[config.mk]
export PLATFORM = sky130hd
export DESIGN_NAME = baud_config_ctrl
export DESIGN_NICKNAME = d
export VERILOG_FILES = /design/src/rtl/baud_config_ctrl_pkg.sv /design/src/rtl/baud_config_ctrl_serial_divider.sv /design/src/rtl/baud_config_ctrl.sv
export SDC_FILE = /design/constraint.sdc
export NUM_CORES = 1
export LEC_CHECK = 0
export ABC_AREA = 1
export CAP_MARGIN = 20
export CORE_MARGIN = 10
export CORE_UTILIZATION = 55
export CTS_BUF_LIST = sky130_fd_sc_hd__clkbuf_2
export DETAILED_ROUTE_END_ITERATION = 8
export HOLD_SLACK_MARGIN = 0.02
export PLACE_DENSITY = 0.84
export SKIP_LAST_GASP = 1
export SLEW_MARGIN = 20
export SYNTH_ARGS = -nofsm -noshare
export SYNTH_HDL_FRONTEND = slang
export SYNTH_SLANG_ARGS = --single-unit
[constraint.sdc]
create_clock -name clk -period 13.57 [get_ports clk]
set_input_delay 2.714 -clock clk [delete_from_list [all_inputs] [get_ports clk]]
set_output_delay 2.714 -clock clk [all_outputs]
set_load 0.02 [all_outputs]
[src/rtl/baud_config_ctrl_pkg.sv]
// Shared definitions for the baud configuration controller: FSM state
// encoding, reset defaults, legal limits and the request payload.
package baud_config_ctrl_pkg;

  localparam int unsigned SYSCLK_W = 32;
  localparam int unsigned BAUD_W   = 24;
  localparam int unsigned OVS_W    = 5;
  localparam int unsigned PERIOD_W = 12;
  localparam int unsigned COMP_W   = 8;
  localparam int unsigned DIV_W    = 32;
  localparam int unsigned CNT_W    = 6;
  localparam int unsigned MUL_W    = BAUD_W + OVS_W;

  localparam logic [PERIOD_W-1:0] DEFAULT_PERIOD = 12'd20;
  localparam logic [COMP_W-1:0]   DEFAULT_COMP   = 8'hA5;

  localparam logic [OVS_W-1:0]    OVS_MIN        = 5'd2;
  localparam logic [OVS_W-1:0]    OVS_MAX        = 5'd16;
  localparam logic [PERIOD_W-1:0] ACQ_PERIOD_MAX = 12'd4095;

  typedef enum logic [2:0] {
    ST_IDLE,
    ST_MUL,
    ST_DIV1,
    ST_DIV2,
    ST_CHECK,
    ST_WAIT_TICK
  } state_e;

  // Request operands captured at accept time.
  typedef struct packed {
    logic [SYSCLK_W-1:0] sysclk;
    logic [BAUD_W-1:0]   baud;
    logic [OVS_W-1:0]    ovs;
  } cfg_req_t;

endpackage

[src/rtl/baud_config_ctrl_serial_divider.sv]
// 32-bit restoring divider, one quotient bit per clock.
// Ports:
//   clk, rst            clock, asynchronous active-high reset
//   start_i             load operands (takes effect on this edge)
//   dividend_i/divisor_i operands sampled with start_i
//   busy_o              iterating
//   done_o              one-cycle pulse with the last quotient bit
//   quotient_o/remainder_o results, held until the next start
// Timing: load edge + 32 iteration edges; done_o is high after the 32nd.
module serial_divider
  import baud_config_ctrl_pkg::*;
(
  input  logic             clk,
  input  logic             rst,
  input  logic             start_i,
  input  logic [DIV_W-1:0] dividend_i,
  input  logic [DIV_W-1:0] divisor_i,
  output logic             busy_o,
  output logic             done_o,
  output logic [DIV_W-1:0] quotient_o,
  output logic [DIV_W-1:0] remainder_o
);

  logic [DIV_W-1:0] rem_q, rem_d;
  logic [DIV_W-1:0] quo_q, quo_d;
  logic [DIV_W-1:0] dvs_q, dvs_d;
  logic [CNT_W-1:0] cnt_q, cnt_d;
  logic             busy_q, busy_d;
  logic             done_q, done_d;

  logic [DIV_W:0]   partial_c;
  logic [DIV_W:0]   diff_c;

  // Shift the next dividend bit into the partial remainder and trial-subtract.
  assign partial_c = {rem_q, quo_q[DIV_W-1]};
  assign diff_c    = partial_c - {1'b0, dvs_q};

  always_comb begin
    rem_d  = rem_q;
    quo_d  = quo_q;
    dvs_d  = dvs_q;
    cnt_d  = cnt_q;
    busy_d = busy_q;
    done_d = 1'b0;
    if (start_i) begin
      rem_d  = '0;
      quo_d  = dividend_i;
      dvs_d  = divisor_i;
      cnt_d  = CNT_W'(DIV_W);
      busy_d = 1'b1;
    end else if (busy_q) begin
      // Borrow out of the trial subtraction means restore.
      if (!diff_c[DIV_W]) begin
        rem_d = diff_c[DIV_W-1:0];
        quo_d = {quo_q[DIV_W-2:0], 1'b1};
      end else begin
        rem_d = partial_c[DIV_W-1:0];
        quo_d = {quo_q[DIV_W-2:0], 1'b0};
      end
      cnt_d = cnt_q - CNT_W'(1);
      if (cnt_q == CNT_W'(1)) begin
        busy_d = 1'b0;
        done_d = 1'b1;
      end
    end
  end

  always_ff @(posedge clk or posedge rst) begin
    if (rst) begin
      rem_q  <= '0;
      quo_q  <= '0;
      dvs_q  <= '0;
      cnt_q  <= '0;
      busy_q <= 1'b0;
      done_q <= 1'b0;
    end else begin
      rem_q  <= rem_d;
      quo_q  <= quo_d;
      dvs_q  <= dvs_d;
      cnt_q  <= cnt_d;
      busy_q <= busy_d;
      done_q <= done_d;
    end
  end

  assign busy_o      = busy_q;
  assign done_o      = done_q;
  assign quotient_o  = quo_q;
  assign remainder_o = rem_q;

endmodule

[src/rtl/baud_config_ctrl.sv]
// Baud configuration controller: turns (sysclk, baud, oversampling) into
// the AcqPeriod / BitCompensation pair of a fractional baudrate generator.
// Ports:
//   clk, rst          clock, asynchronous active-high reset
//   cfg_valid_i       request; accepted when cfg_ready_o is high
//   cfg_ready_o       idle, can accept a request
//   sysclk_hz_i       system clock in Hz
//   baud_i            baud rate in bit/s
//   ovs_i             oversampling factor (2..16)
//   baud_tick_i       BaudSig pulse from the generator
//   acq_period_o      AcqPeriod for the generator
//   bit_comp_o        {round-up count, round-down count}
//   done_o            new configuration in effect (one-cycle pulse)
//   err_o             request rejected (one-cycle pulse)
// Flow: N = baud*ovs; Q,R = sysclk / N; U = round(R / baud); then
// P = Q-1 with U long sub-bits, or P = Q when U rounds up to ovs.
module baud_config_ctrl #(
  parameter logic [11:0] DEFAULT_PERIOD = baud_config_ctrl_pkg::DEFAULT_PERIOD,
  parameter logic [7:0]  DEFAULT_COMP   = baud_config_ctrl_pkg::DEFAULT_COMP
) (
  input  logic        clk,
  input  logic        rst,
  input  logic        cfg_valid_i,
  output logic        cfg_ready_o,
  input  logic [31:0] sysclk_hz_i,
  input  logic [23:0] baud_i,
  input  logic [4:0]  ovs_i,
  input  logic        baud_tick_i,
  output logic [11:0] acq_period_o,
  output logic [7:0]  bit_comp_o,
  output logic        done_o,
  output logic        err_o
);

  import baud_config_ctrl_pkg::*;

  state_e              state_q, state_d;
  cfg_req_t            req_q, req_d;
  logic [DIV_W-1:0]    q1_q, q1_d;
  logic [PERIOD_W-1:0] acq_q, acq_d;
  logic [COMP_W-1:0]   comp_q, comp_d;
  logic                ready_q, ready_d;
  logic                done_q, done_d;
  logic                err_q, err_d;

  logic [MUL_W-1:0]    n_c;
  logic                div_start_c;
  logic [DIV_W-1:0]    div_dvd_c;
  logic [DIV_W-1:0]    div_dvs_c;
  logic                div_busy;
  logic                div_done;
  logic [DIV_W-1:0]    div_quo;
  logic [DIV_W-1:0]    div_rem;

  logic                u_lt_ovs_c;
  logic [DIV_W-1:0]    p_c;
  logic [3:0]          comp_hi_c;
  logic [3:0]          comp_lo_c;
  logic                reject_c;

  serial_divider u_div (
    .clk         (clk),
    .rst         (rst),
    .start_i     (div_start_c),
    .dividend_i  (div_dvd_c),
    .divisor_i   (div_dvs_c),
    .busy_o      (div_busy),
    .done_o      (div_done),
    .quotient_o  (div_quo),
    .remainder_o (div_rem)
  );

  // Full-width product, no overflow possible.
  assign n_c = MUL_W'(req_q.baud) * MUL_W'(req_q.ovs);

  // In CHECK the divider still holds U from the second division.
  assign u_lt_ovs_c = div_quo < DIV_W'(req_q.ovs);
  assign p_c        = u_lt_ovs_c ? (q1_q - DIV_W'(1)) : q1_q;
  assign comp_hi_c  = u_lt_ovs_c ? div_quo[3:0] : 4'd0;
  assign comp_lo_c  = u_lt_ovs_c ? 4'(req_q.ovs - 5'd1 - div_quo[4:0])
                                 : 4'(req_q.ovs - 5'd1);
  assign reject_c   = (req_q.baud == '0)
                   || (req_q.ovs < OVS_MIN)
                   || (req_q.ovs > OVS_MAX)
                   || (q1_q < DIV_W'(2))
                   || (p_c > DIV_W'(ACQ_PERIOD_MAX));

  // Next-state, divider sequencing and output updates.
  always_comb begin
    state_d     = state_q;
    req_d       = req_q;
    q1_d        = q1_q;
    acq_d       = acq_q;
    comp_d      = comp_q;
    done_d      = 1'b0;
    err_d       = 1'b0;
    div_start_c = 1'b0;
    div_dvd_c   = req_q.sysclk;
    div_dvs_c   = DIV_W'(n_c);

    unique case (state_q)
      ST_IDLE: begin
        if (cfg_valid_i) begin
          req_d.sysclk = sysclk_hz_i;
          req_d.baud   = baud_i;
          req_d.ovs    = ovs_i;
          state_d      = ST_MUL;
        end
      end
      ST_MUL: begin
        if (!div_busy) begin
          div_start_c = 1'b1;
          state_d     = ST_DIV1;
        end
      end
      ST_DIV1: begin
        // Second division is (2R + baud) / (2*baud): round-half-up of R/baud.
        div_dvd_c = (div_rem << 1) + DIV_W'(req_q.baud);
        div_dvs_c = DIV_W'(req_q.baud) << 1;
        if (div_done) begin
          q1_d        = div_quo;
          div_start_c = 1'b1;
          state_d     = ST_DIV2;
        end
      end
      ST_DIV2: begin
        if (div_done) begin
          state_d = ST_CHECK;
        end
      end
      ST_CHECK: begin
        if (reject_c) begin
          err_d   = 1'b1;
          state_d = ST_IDLE;
        end else begin
          acq_d   = p_c[PERIOD_W-1:0];
          comp_d  = {comp_hi_c, comp_lo_c};
          state_d = ST_WAIT_TICK;
        end
      end
      ST_WAIT_TICK: begin
        if (baud_tick_i) begin
          done_d  = 1'b1;
          state_d = ST_IDLE;
        end
      end
      default: begin
        state_d = ST_IDLE;
      end
    endcase

    ready_d = (state_d == ST_IDLE);
  end

  always_ff @(posedge clk or posedge rst) begin
    if (rst) begin
      state_q <= ST_IDLE;
      req_q   <= '0;
      q1_q    <= '0;
      acq_q   <= DEFAULT_PERIOD;
      comp_q  <= DEFAULT_COMP;
      ready_q <= 1'b1;
      done_q  <= 1'b0;
      err_q   <= 1'b0;
    end else begin
      state_q <= state_d;
      req_q   <= req_d;
      q1_q    <= q1_d;
      acq_q   <= acq_d;
      comp_q  <= comp_d;
      ready_q <= ready_d;
      done_q  <= done_d;
      err_q   <= err_d;
    end
  end

  assign cfg_ready_o  = ready_q;
  assign acq_period_o = acq_q;
  assign bit_comp_o   = comp_q;
  assign done_o       = done_q;
  assign err_o        = err_q;

endmodule
== Word level (Yosys, flattened, before mapping) ==
Index checks and enable logic that the tools add are counted.
Storage, ports and cells
  memories kept: 0
  latch bits: 0
  bits in read-only memories: 0
  register bits after elaboration: 223
  logic and storage cells: 79
  output and inout bits: 23
  bits in writable memories: 0
Operators by class
  $lt $le $gt $ge: 5
  reduce and logical (&&, ||, !) cells: 11
  shifts and indexed selects: 0
  multiply operators: 1
  bitwise logic cells: 1
  divide/modulo/power cells: 0
  add/subtract/negate cells: 6
  multiplexer cells: 33
  equality and inequality tests: 6
Operator list (count)
  32-bit two-way mux: 7
  33-bit by 32-bit subtractor with 33-bit output: 1
  32-bit by 24-bit adder with 32-bit output: 1
  32-bit by 12-bit > comparator with 1-bit output, second input constant: 1
  32-bit by 2-bit < comparator with 1-bit output, second input constant: 1
  32-bit by 5-bit < comparator with 1-bit output: 1
  32-bit by 1-bit subtractor with 32-bit output, second input constant: 1
  24-bit by 5-bit multiplier with 29-bit output: 1
  29-bit two-way mux: 1
  24-bit zero test: 1
  3-bit two-way mux: 6
  3-bit one-hot mux with 6 select lines: 1
  1-bit two-way mux: 13
  6-bit two-way mux: 2
  4-bit two-way mux: 2
  3-bit by 2-bit equality test with 1-bit output, second input constant: 2
  3-bit equality test, second input constant: 2
  6-bit by 1-bit equality test with 1-bit output, second input constant: 1
  3-bit zero test: 2
  2-bit AND reduction: 3
  6-bit by 1-bit subtractor with 6-bit output, second input constant: 1
  5-bit > comparator, second input constant: 1
  5-bit by 2-bit < comparator with 1-bit output, second input constant: 1
  1-bit logical OR: 4
  6 further kinds: 6

== Longest topological paths before layout ==
Gate-level depths: netlist of run 1.
  depth after elaboration: 8
  mapped depth: 22
  mapped depth without buffers: 20

== By module ==
A second synthesis of run 1 with hierarchy kept.
Second synthesis, totals
  cell total of the unflattened synthesis: 2921
  area total of the unflattened synthesis: 19351.1 um^2
By module, submodules not included
  baud_config_ctrl: cells each 1840, times used 1, area an instance 12236.7 um^2
  serial_divider: cells each 1081, times used 1, area an instance 7114.3 um^2

== Worst setup path before layout of run 1 ==
No wires, ideal clock.
  kind: register to register
  start point: reg req_q[2] (netlist name)
  end point: reg u_div.dvs_q[13]
  arrival time: 3982 ps
  data required time: 13440 ps
  period minus slack after synthesis: 4112 ps
  cell stages (with the launch flop): 19
  slack: 9458 ps
  cell sequence: dfrtp_1 buf_2 buf_1 nand2_1 fa_1 fa_1 fa_1 inv_1 ha_1 a21oi_1 nand2_1 nand3_1 nand2_1 a21o_1 a21oi_1 o21ai_0 xor2_1 o21ai_0 o21ai_0
Between the ends
  cells in the longest elaborated chain, start to end: 2
RTL lines
  start: declaration: RTL line baud_config_ctrl.sv:38  | cfg_req_t req_q, req_d;
  start signal: assignment: RTL line baud_config_ctrl.sv:167  | req_q <= req_d;
  24-bit by 5-bit multiplier with 29-bit output: RTL line baud_config_ctrl.sv:74  | assign n_c = MUL_W'(req_q.baud) * MUL_W'(req_q.ovs);
  29-bit two-way mux: RTL line baud_config_ctrl.sv:101  | unique case (state_q)
  end signal: assignment: RTL line baud_config_ctrl_serial_divider.sv:79  | dvs_q <= dvs_d;
  end: declaration: RTL line baud_config_ctrl_serial_divider.sv:26  | logic [DIV_W-1:0] dvs_q, dvs_d;
No other way between the ends.
A chain may end at the register's enable or synchronous reset.

== Worst setup path in the final report of run 1 ==
  start point: reg req_q[4] (netlist name)
  end point: reg u_div.dvs_q[15]
Same word-level chain as after synthesis.

==> flow_summary.ini, run 1 <==
[yosys]
synth_edf_count = 0
synthFlopType = dfrtp_1
avgSynthCellArea_um2 = 7.04
synthesis.area_um2 = 18100
synth_top_area_cell = dfrtp_1
synth_most_common_cell = nand2_1
syn_nets = 2801
synthCells = 2566
synth.top_cell.area_share = 0.295
async_flop_share = 1.00
ys.warnings.count = 0
ys_ff_latch = 220
synth.area.top_cells = dfrtp_1 29%, nand2_1 14%, inv_1 8.5%
synth_common_cells = 696 x nand2_1, 409 x inv_1, 213 x dfrtp_1, 213 x o21ai_0, 208 x nor2_1
ys_seq_area_frac = 0.305
synth.distinct_cells = 55

[grt]
grt_pass1_wl_mm = 91.5
grt_pass1_vias = 17318
grt_busiest_layer = met2
grt_util_met1 = 0.359
overflow = 0
antenna_found_initial = 1
grt_max_degree = 143
grt.met2_usage = 0.451
use_met3 = 0.0487
grt_util_all_layers = 0.278

[timing]
tns_ps = 0
fmax_ghz = 0.194
slew_headroom = 0.296
fin_skew_ps = 125
final.min_clock_period_ps = 5150
finalHoldViolations = 0
worst_slew_pin_slew_ps = 1060
finalSetupViolations = 0
maxSlewViolCount = 0
grt_setup_unrepaired = no
period_share = 0.380

[drt]
drt-vias-per-instance = 5.59
finalWirelength_mm = 56.4
vias = 17495
drcViolationCount = 0
drtIter0Drc = 1402
firstDrtPassIters = 8
routedWlPerCell_um = 18.0
postRouteAntennaNets = 0

[floorplan]
initial_core_util = 0.557
die_w_um = 201
die-area_um2 = 40500
num_rows = 66
core_area_um2 = 32500
die_h_um = 201
io-pin-count = 88

[layout]
multi_input_area_um2 = 10600
layout-drive-gt1-share = 0.0566
final_cell_area_um2 = 19800
fin_util = 0.609
fillers = 3042
seq_area_um2 = 5510
nNetsFinal = 2873
area.growth.synth_to_final_pct = 9.28

[clocking]
clockBufferDepth = 3
cts_tree = built
worstSkewPairLatency_ps = 1130
postCtsSetupBuffers = 0
cts.sinks = 220
cts_inserted_buffers = 59
hold_buffers = 0
htree_levels = 2
clk_pin_slew_worst_paths_ps = 110
cts-root-buf = clkbuf_2
cts_resized = 0

[placed_design]
placed_cell_area_um2 = 19200
gp_congestion = 0.937
place_hpwl_mm = 43.2
portBuffers = 87

[worst_hold_path]
hold_class = flop to flop

[critical_path]
critPathRequiredTime_ps = 14560
worst_ep_arrival_time_ps = 6140
r2r_start = req_q[4]
r2r-end = u_div.dvs_q[15]
path_class = flop to flop
r2r_setup_slack_ps = 8420
worstSetupStartpoint = req_q[4]
reg2regPathDepth = 16
crit_end = u_div.dvs_q[15]
endpoint_kind = flop
worst-path-max-fanout = 26
critPathLaunchType = flop

[job]
cap_violations = 0

[outcome]
run_status = completed
-- cell families (layout without fill, tap and decap cells) --
family / Yosys count / in the layout / synth area share
other: 0 / 1 / 0
flip-flops: 220 / 220 / 0.305
adder cells (fa/ha/maj): 170 / 170 / 0.146
buffers and inverters: 502 / 621 / 0.107
AO/OA/AOI/OAI: 507 / 507 / 0.159
XOR/XNOR: 66 / 66 / 0.0320
AND/OR/NAND/NOR: 1101 / 1101 / 0.250
-- area by class of cell --
type | count | share of cell area
clock inverters | 24 | 0.00551
diodes | 1 | 0.000127
well taps | 442 | 0.0280
clock buffers | 84 | 0.0213
multi-input cells | 1844 | 0.538
inverters | 415 | 0.0793
flip-flops and latches | 220 | 0.279
repair buffers | 98 | 0.0488
-- worst max-delay path: stages, from the launching register on --
cell,delay [ps]
dfrtp_1,990
nand2_1,180
fa_1,540
fa_1,530
fa_1,560
inv_1,50
ha_1,340
a21oi_1,230
nand2_1,120
nand3_1,90
nand2_1,90
a21o_1,260
a21oi_1,290
o21bai_1,120
xor2_1,150
o21ai_0,350
o21ai_0,170
-- state kept, by name, summed over array words and instances, names as in the netlist --
| name | cells |
|---|---|
| state_q | 3 |
| cfg_ready_o | 1 |
| bit_comp_o | 8 |
| req_q | 61 |
| u_div.remainder_o | 32 |
| u_div.dvs_q | 29 |
| err_o | 1 |
| u_div.busy_o | 1 |
| u_div.cnt_q | 6 |
| u_div.quotient_o | 32 |
| acq_period_o | 12 |
| q1_q | 32 |
| u_div.done_o | 1 |
| done_o | 1 |
-- layer usage --
layer	up-vias	wire length (um)
li1	8404	-
met1	8238	23900
met2	728	26000
met3	125	4490
met4	0	2060
met5	-	0
-- layout by cell type, fill, tap and decap left out, types with 18 or more instances in the layout --
cell type          n
clkdlybuf4s50_1   87
ha_1             101
nand4_1           30
clkinv_1          21
o21ai_1           18
o221ai_1          19
o211ai_1          32
a21oi_1          146
inv_1            407
nor2_1           207
clkbuf_2          84
dfrtp_1          213
xor2_1            49
o21ai_0          213
nand3_1          107
o22ai_1           21
nand2_1          696
fa_1              69
-- through the flow --
step / cells / hold WS [ps] / worst slack (ps)
2_1_floorplan: 2566 / 441 / 4850
3_3_place_gp: 3018 / 449 / 8510
3_5_place_dp: 3018 / 457 / 8350
4_1_cts: 3126 / 474 / 8420
5_1_grt: 3128 / 500 / 8110
6_report: 3128 / 468 / 8420
-- worst min path at each step --
stage,startpoint,to,depth (start not counted)
2_1_floorplan,req_q[30],req_q[30],2
3_3_place_gp,bit_comp_o[2],bit_comp_o[2],2
3_5_place_dp,bit_comp_o[2],bit_comp_o[2],2
4_1_cts,bit_comp_o[2],bit_comp_o[2],2
5_1_grt,bit_comp_o[2],bit_comp_o[2],2
6_report,bit_comp_o[2],bit_comp_o[2],2
Power of run 1 is left out: the tool's default activity adds up to more than one toggle a clock period on the data nets, which glitch-free logic cannot reach.
==> run 2: changes to the inputs <==
--- a/config.mk
+++ b/config.mk
@@ -12,7 +12,7 @@
 export CTS_BUF_LIST = sky130_fd_sc_hd__clkbuf_2
 export DETAILED_ROUTE_END_ITERATION = 8
 export HOLD_SLACK_MARGIN = 0.02
-export PLACE_DENSITY = 0.84
+export PLACE_DENSITY = 0.87
 export SKIP_LAST_GASP = 1
 export SLEW_MARGIN = 20
 export SYNTH_ARGS = -nofsm -noshare
==> constraint.sdc (replaced) <==
create_clock -name clk -period 4.35 [get_ports clk]
set_input_delay 0.87 -clock clk [delete_from_list [all_inputs] [get_ports clk]]
set_output_delay 0.87 -clock clk [all_outputs]
set_load 0.02 [all_outputs]
==> flow_summary.ini, run 2 (same netlist as run 1, synthesis figures left out) <==
[placed_design]
portBuffers = 87
placed_cell_area_um2 = 19500
gp_congestion = 0.954
place_hpwl_mm = 43.8

[layout]
fillers = 3010
top_register = req_q
mostFrequentLayoutCells = 696 x nand2_1, 407 x inv_1, 210 x o21ai_0
nNetsFinal = 2912
largest_register_ffs = 61
area.growth.synth_to_final_pct = 11.8
final_cell_area_um2 = 20200
fin_util = 0.623
final_common_cell = nand2_1
seq_area_um2 = 5520
multi_input_area_um2 = 10700
layout-drive-gt1-share = 0.0798

[timing]
worst_slew_pin_slew_ps = 1140
fin_skew_ps = 86.9
final.min_clock_period_ps = 4190
maxSlewViolCount = 0
slew_headroom = 0.237
finalHoldViolations = 0
grt_setup_unrepaired = yes
finalSetupViolations = 0
fmax_ghz = 0.238
period_share = 0.964
tns_ps = 0
whs_ps = 136

[critical_path]
max_stage_delay_ps = 550
timing.critical_path.mode_cell = o21ai_0
critPathRequiredTime_ps = 5230
reg2regPathDepth = 18
worst-path-max-fanout = 22
crit_buf_inv = 4
cp_cell_sequence = buf_12, nand2_1, fa_1, inv_1, fa_1, fa_1, ha_4, inv_1, o21ai_0, buf_4, a21oi_1, o21ai_0, nand2_1, nand3_2, a21o_1, a21oi_1, o21ai_0, o21ai_0
path_class = flop to flop
crit_path_top_delay_cell = fa_1
worst_ep_arrival_time_ps = 5080
endpoint_kind = flop
cp_top_family = adder cells
critPathLaunchType = flop
cp.depth = 18

[drt]
drcViolationCount = 0
finalWirelength_mm = 57.1
drt-vias-per-instance = 5.62
routedWlPerCell_um = 18.0
vias = 17780
firstDrtPassIters = 6
drtIter0Drc = 1308
postRouteAntennaNets = 0

[worst_hold_path]
hold_class = input pin to async pin

[clocking]
cts.sinks = 220
cts_inserted_buffers = 60
cts-root-buf = clkbuf_2
htree_levels = 2
cts_tree = built
clk_pin_slew_worst_paths_ps = 100
clockBufferDepth = 3
worstSkewPairLatency_ps = 1090

[grt]
grt_util_all_layers = 0.278
grt_max_degree = 108
grt_pass1_vias = 17669
grt_pass1_wl_mm = 92.0
overflow = 0
antenna_found_initial = 1

[floorplan]
initial_core_util = 0.557
die_w_um = 201
die-area_um2 = 40500
num_rows = 66
die_h_um = 201
io-pin-count = 88
core_area_um2 = 32500

[outcome]
run_status = completed

[job]
cap_violations = 0
run 2: cell count changes in the layout (fill, tap and decap cells not counted), moves of 3 or more:
cell	before	now
buf_4	9	42
clkinv_1	21	13
buf_12	0	6
clkbuf_2	84	90
a21oi_1	146	141
a21oi_2	1	6
dfrtp_1	213	208
dfrtp_2	0	5
ha_1	101	97
ha_4	0	3
o21ai_0	213	210
run 2: layout make-up:
type | instances | share of cell area
Multi-Input combinational cell | 1844 | 0.530
Timing Repair Buffer | 136 | 0.0660
Clock inverter | 16 | 0.00359
Clock buffer | 90 | 0.0223
Antenna cell | 1 | 0.000124
Inverter | 415 | 0.0772
Sequential cell | 220 | 0.273
Tap cell | 442 | 0.0274
run 2: metrics by stage:
step	worst slack, ps	std cells
after global placement	-19.2	3054
after floorplan	238	2566
after CTS	62.8	3160
after global routing	-94.2	3164
after detailed placement	-90.6	3054
final	156	3164
run 2: path summary, 6_finish.rpt:
kind / start / to / slack (ps)
max: req_q[4] / u_div.dvs_q[26] / 160
min: rst / bit_comp_o[3] / 140
max reg2reg: req_q[4] / u_div.dvs_q[26] / 160
min reg2reg: bit_comp_o[5] / bit_comp_o[5] / 480
max in group asynchronous: rst / u_div.remainder_o[20] / 3310
min in group clk: baud_i[7] / req_q[12] / 330
run 2: timing repair:
action                                  4_1_cts  5_1_grt
gates resized for setup                       2       24
hold buffers                                  0        0
endpoints found under the setup margin        3       16
hold endpoints to repair                      0        0
setup buffers                                 0        2
pin swaps                                     0        3
run 2: routing by layer:
metal / vias to the layer above / share of wire / wire (um) / GRT usage
met5: - / 0 / 0 / 0
met4: 0 / 0.046 / 2630 / 0.123
met3: 164 / 0.068 / 3900 / 0.0525
met2: 688 / 0.46 / 26400 / 0.454
met1: 8450 / 0.42 / 24100 / 0.352
li1: 8478 / - / - / -
Power of run 2 is left out for the same reason.
==> run 3: changes to the inputs <==
--- a/config.mk
+++ b/config.mk
@@ -12,7 +12,7 @@
 export CTS_BUF_LIST = sky130_fd_sc_hd__clkbuf_2
 export DETAILED_ROUTE_END_ITERATION = 8
 export HOLD_SLACK_MARGIN = 0.02
-export PLACE_DENSITY = 0.87
+export PLACE_DENSITY = 0.77
 export SKIP_LAST_GASP = 1
 export SLEW_MARGIN = 20
 export SYNTH_ARGS = -nofsm -noshare
==> flow_summary.ini, run 3 (same netlist as run 1, synthesis figures left out) <==
[outcome]
run_status = completed

[drt]
drtIter0Drc = 1219
dr_wl_met2_mm = 25.9
vias = 17474
finalWirelength_mm = 55.8
wl_met1_mm = 23.3
drcViolationCount = 0
routedWlPerCell_um = 17.7
drt-vias-per-instance = 5.53
top_layer = met5
wl_met3_mm = 3.51
postRouteAntennaNets = 0
firstDrtPassIters = 5

[timing]
maxSlewViolCount = 0
fmax_ghz = 0.243
finalSetupViolations = 0
grt_setup_unrepaired = yes
slew_headroom = 0.274
worst_slew_pin_slew_ps = 1090
finalHoldViolations = 0
final.min_clock_period_ps = 4120
fin_skew_ps = 61.9
period_share = 0.947

[critical_path]
r2r-end = u_div.dvs_q[27]
worstSetupStartpoint = req_q[4]
cp_top_family = adder cells
crit_path_top_delay_cell = fa_1
endpoint_kind = flop
worst_ep_arrival_time_ps = 5020
cp_cell_sequence = buf_12, nand2_1, fa_1, inv_1, fa_1, fa_1, ha_1, a21oi_1, o21ai_0, a21oi_1, nand3_2, a21o_1, a21oi_1, xor2_1, o22ai_1
cp.depth = 15
crit_buf_inv = 2
crit_end = u_div.dvs_q[27]
reg2regPathDepth = 15
max_stage_delay_ps = 540
critPathRequiredTime_ps = 5250
worst-path-max-fanout = 22
r2r_start = req_q[4]
critPathLaunchType = flop
path_class = flop to flop
r2r_setup_slack_ps = 230

[layout]
top_register = req_q
nNetsFinal = 2909
mostFrequentLayoutCells = 695 x nand2_1, 407 x inv_1, 208 x o21ai_0
fin_util = 0.622
final_common_cell = nand2_1
area.growth.synth_to_final_pct = 11.7
layout-drive-gt1-share = 0.0766
largest_register_ffs = 61

[grt]
antenna_found_initial = 4
overflow = 0
grt_pass1_wl_mm = 92.0
grt_util_all_layers = 0.278
grt_max_degree = 116
grt_pass1_vias = 17868

[floorplan]
core_area_um2 = 32500
die-area_um2 = 40500
die_w_um = 201
initial_core_util = 0.557
die_h_um = 201
io-pin-count = 88
num_rows = 66

[clocking]
worstSkewPairLatency_ps = 1060
htree_levels = 2
clk_pin_slew_worst_paths_ps = 130
cts-root-buf = clkbuf_2
clockBufferDepth = 3
cts.sinks = 220
cts_inserted_buffers = 60
cts_tree = built

[placed_design]
portBuffers = 87
gp_congestion = 0.997
place_hpwl_mm = 43.0

[job]
cap_violations = 0

[worst_hold_path]
hold_class = input pin to async pin
## run 3: changes by cell type in the layout (fill, tap and decap cells not counted), sizes merged
cell	previous run	this run
clkbuf	90	81
clkinv	15	19
buf	49	46
diode	1	4
bufinv	0	1
## run 3: worst reg2reg max path, stage by stage (launching register included)
cell,delay [ps]
dfrtp_2,450
buf_12,180
nand2_1,100
fa_1,540
inv_1,60
fa_1,520
fa_1,510
ha_1,370
a21oi_1,230
o21ai_0,120
a21oi_1,180
nand3_2,140
a21o_1,200
a21oi_1,150
xor2_1,160
o22ai_1,90
## run 3: how the worst min path moves through the flow
stage	end	cells after the start
final	req_q[1]	2
after global routing	req_q[19]	2
after CTS	req_q[4]	2
after detailed placement	bit_comp_o[2]	2
after global placement	bit_comp_o[2]	2
after floorplan	req_q[30]	2
## run 3: layout make-up
class / instances / area (um^2)
clock inverter: 21 / 119
clock buffer: 81 / 405
multi-input combinational: 1844 / 10700
tap: 442 / 553
antenna: 4 / 10.0
sequential: 220 / 5520
inverter: 415 / 1560
timing repair buffer: 133 / 1290
fill: 3024 / 12300
## run 3: through the flow
stage               instances  worst slack (ps)  TNS (ps)  cell area [um^2]  hold slack (ps)
finish                   3160               230         0             20200              272
global route             3157             -12.7     -15.5             20200              275
CTS                      3154              40.6         0             20100              209
detailed placement       3052               116         0             19500              469
global placement         3052               133         0             19500              450
floorplan                2566               238         0             18100              441
## run 3: layer usage
metal | track usage | vias up
met4 | 0.147 | 4
li1 | - | 8474
met5 | 0 | -
met3 | 0.0546 | 156
met1 | 0.336 | 8265
met2 | 0.460 | 575
## run 3: what timing repair did
action / CTS / global route
resized for setup: 0 / 28
setup buffers: 0 / 2
setup endpoints to repair: 0 / 17
hold buffers: 0 / 0
Power of run 3 is left out for the same reason.
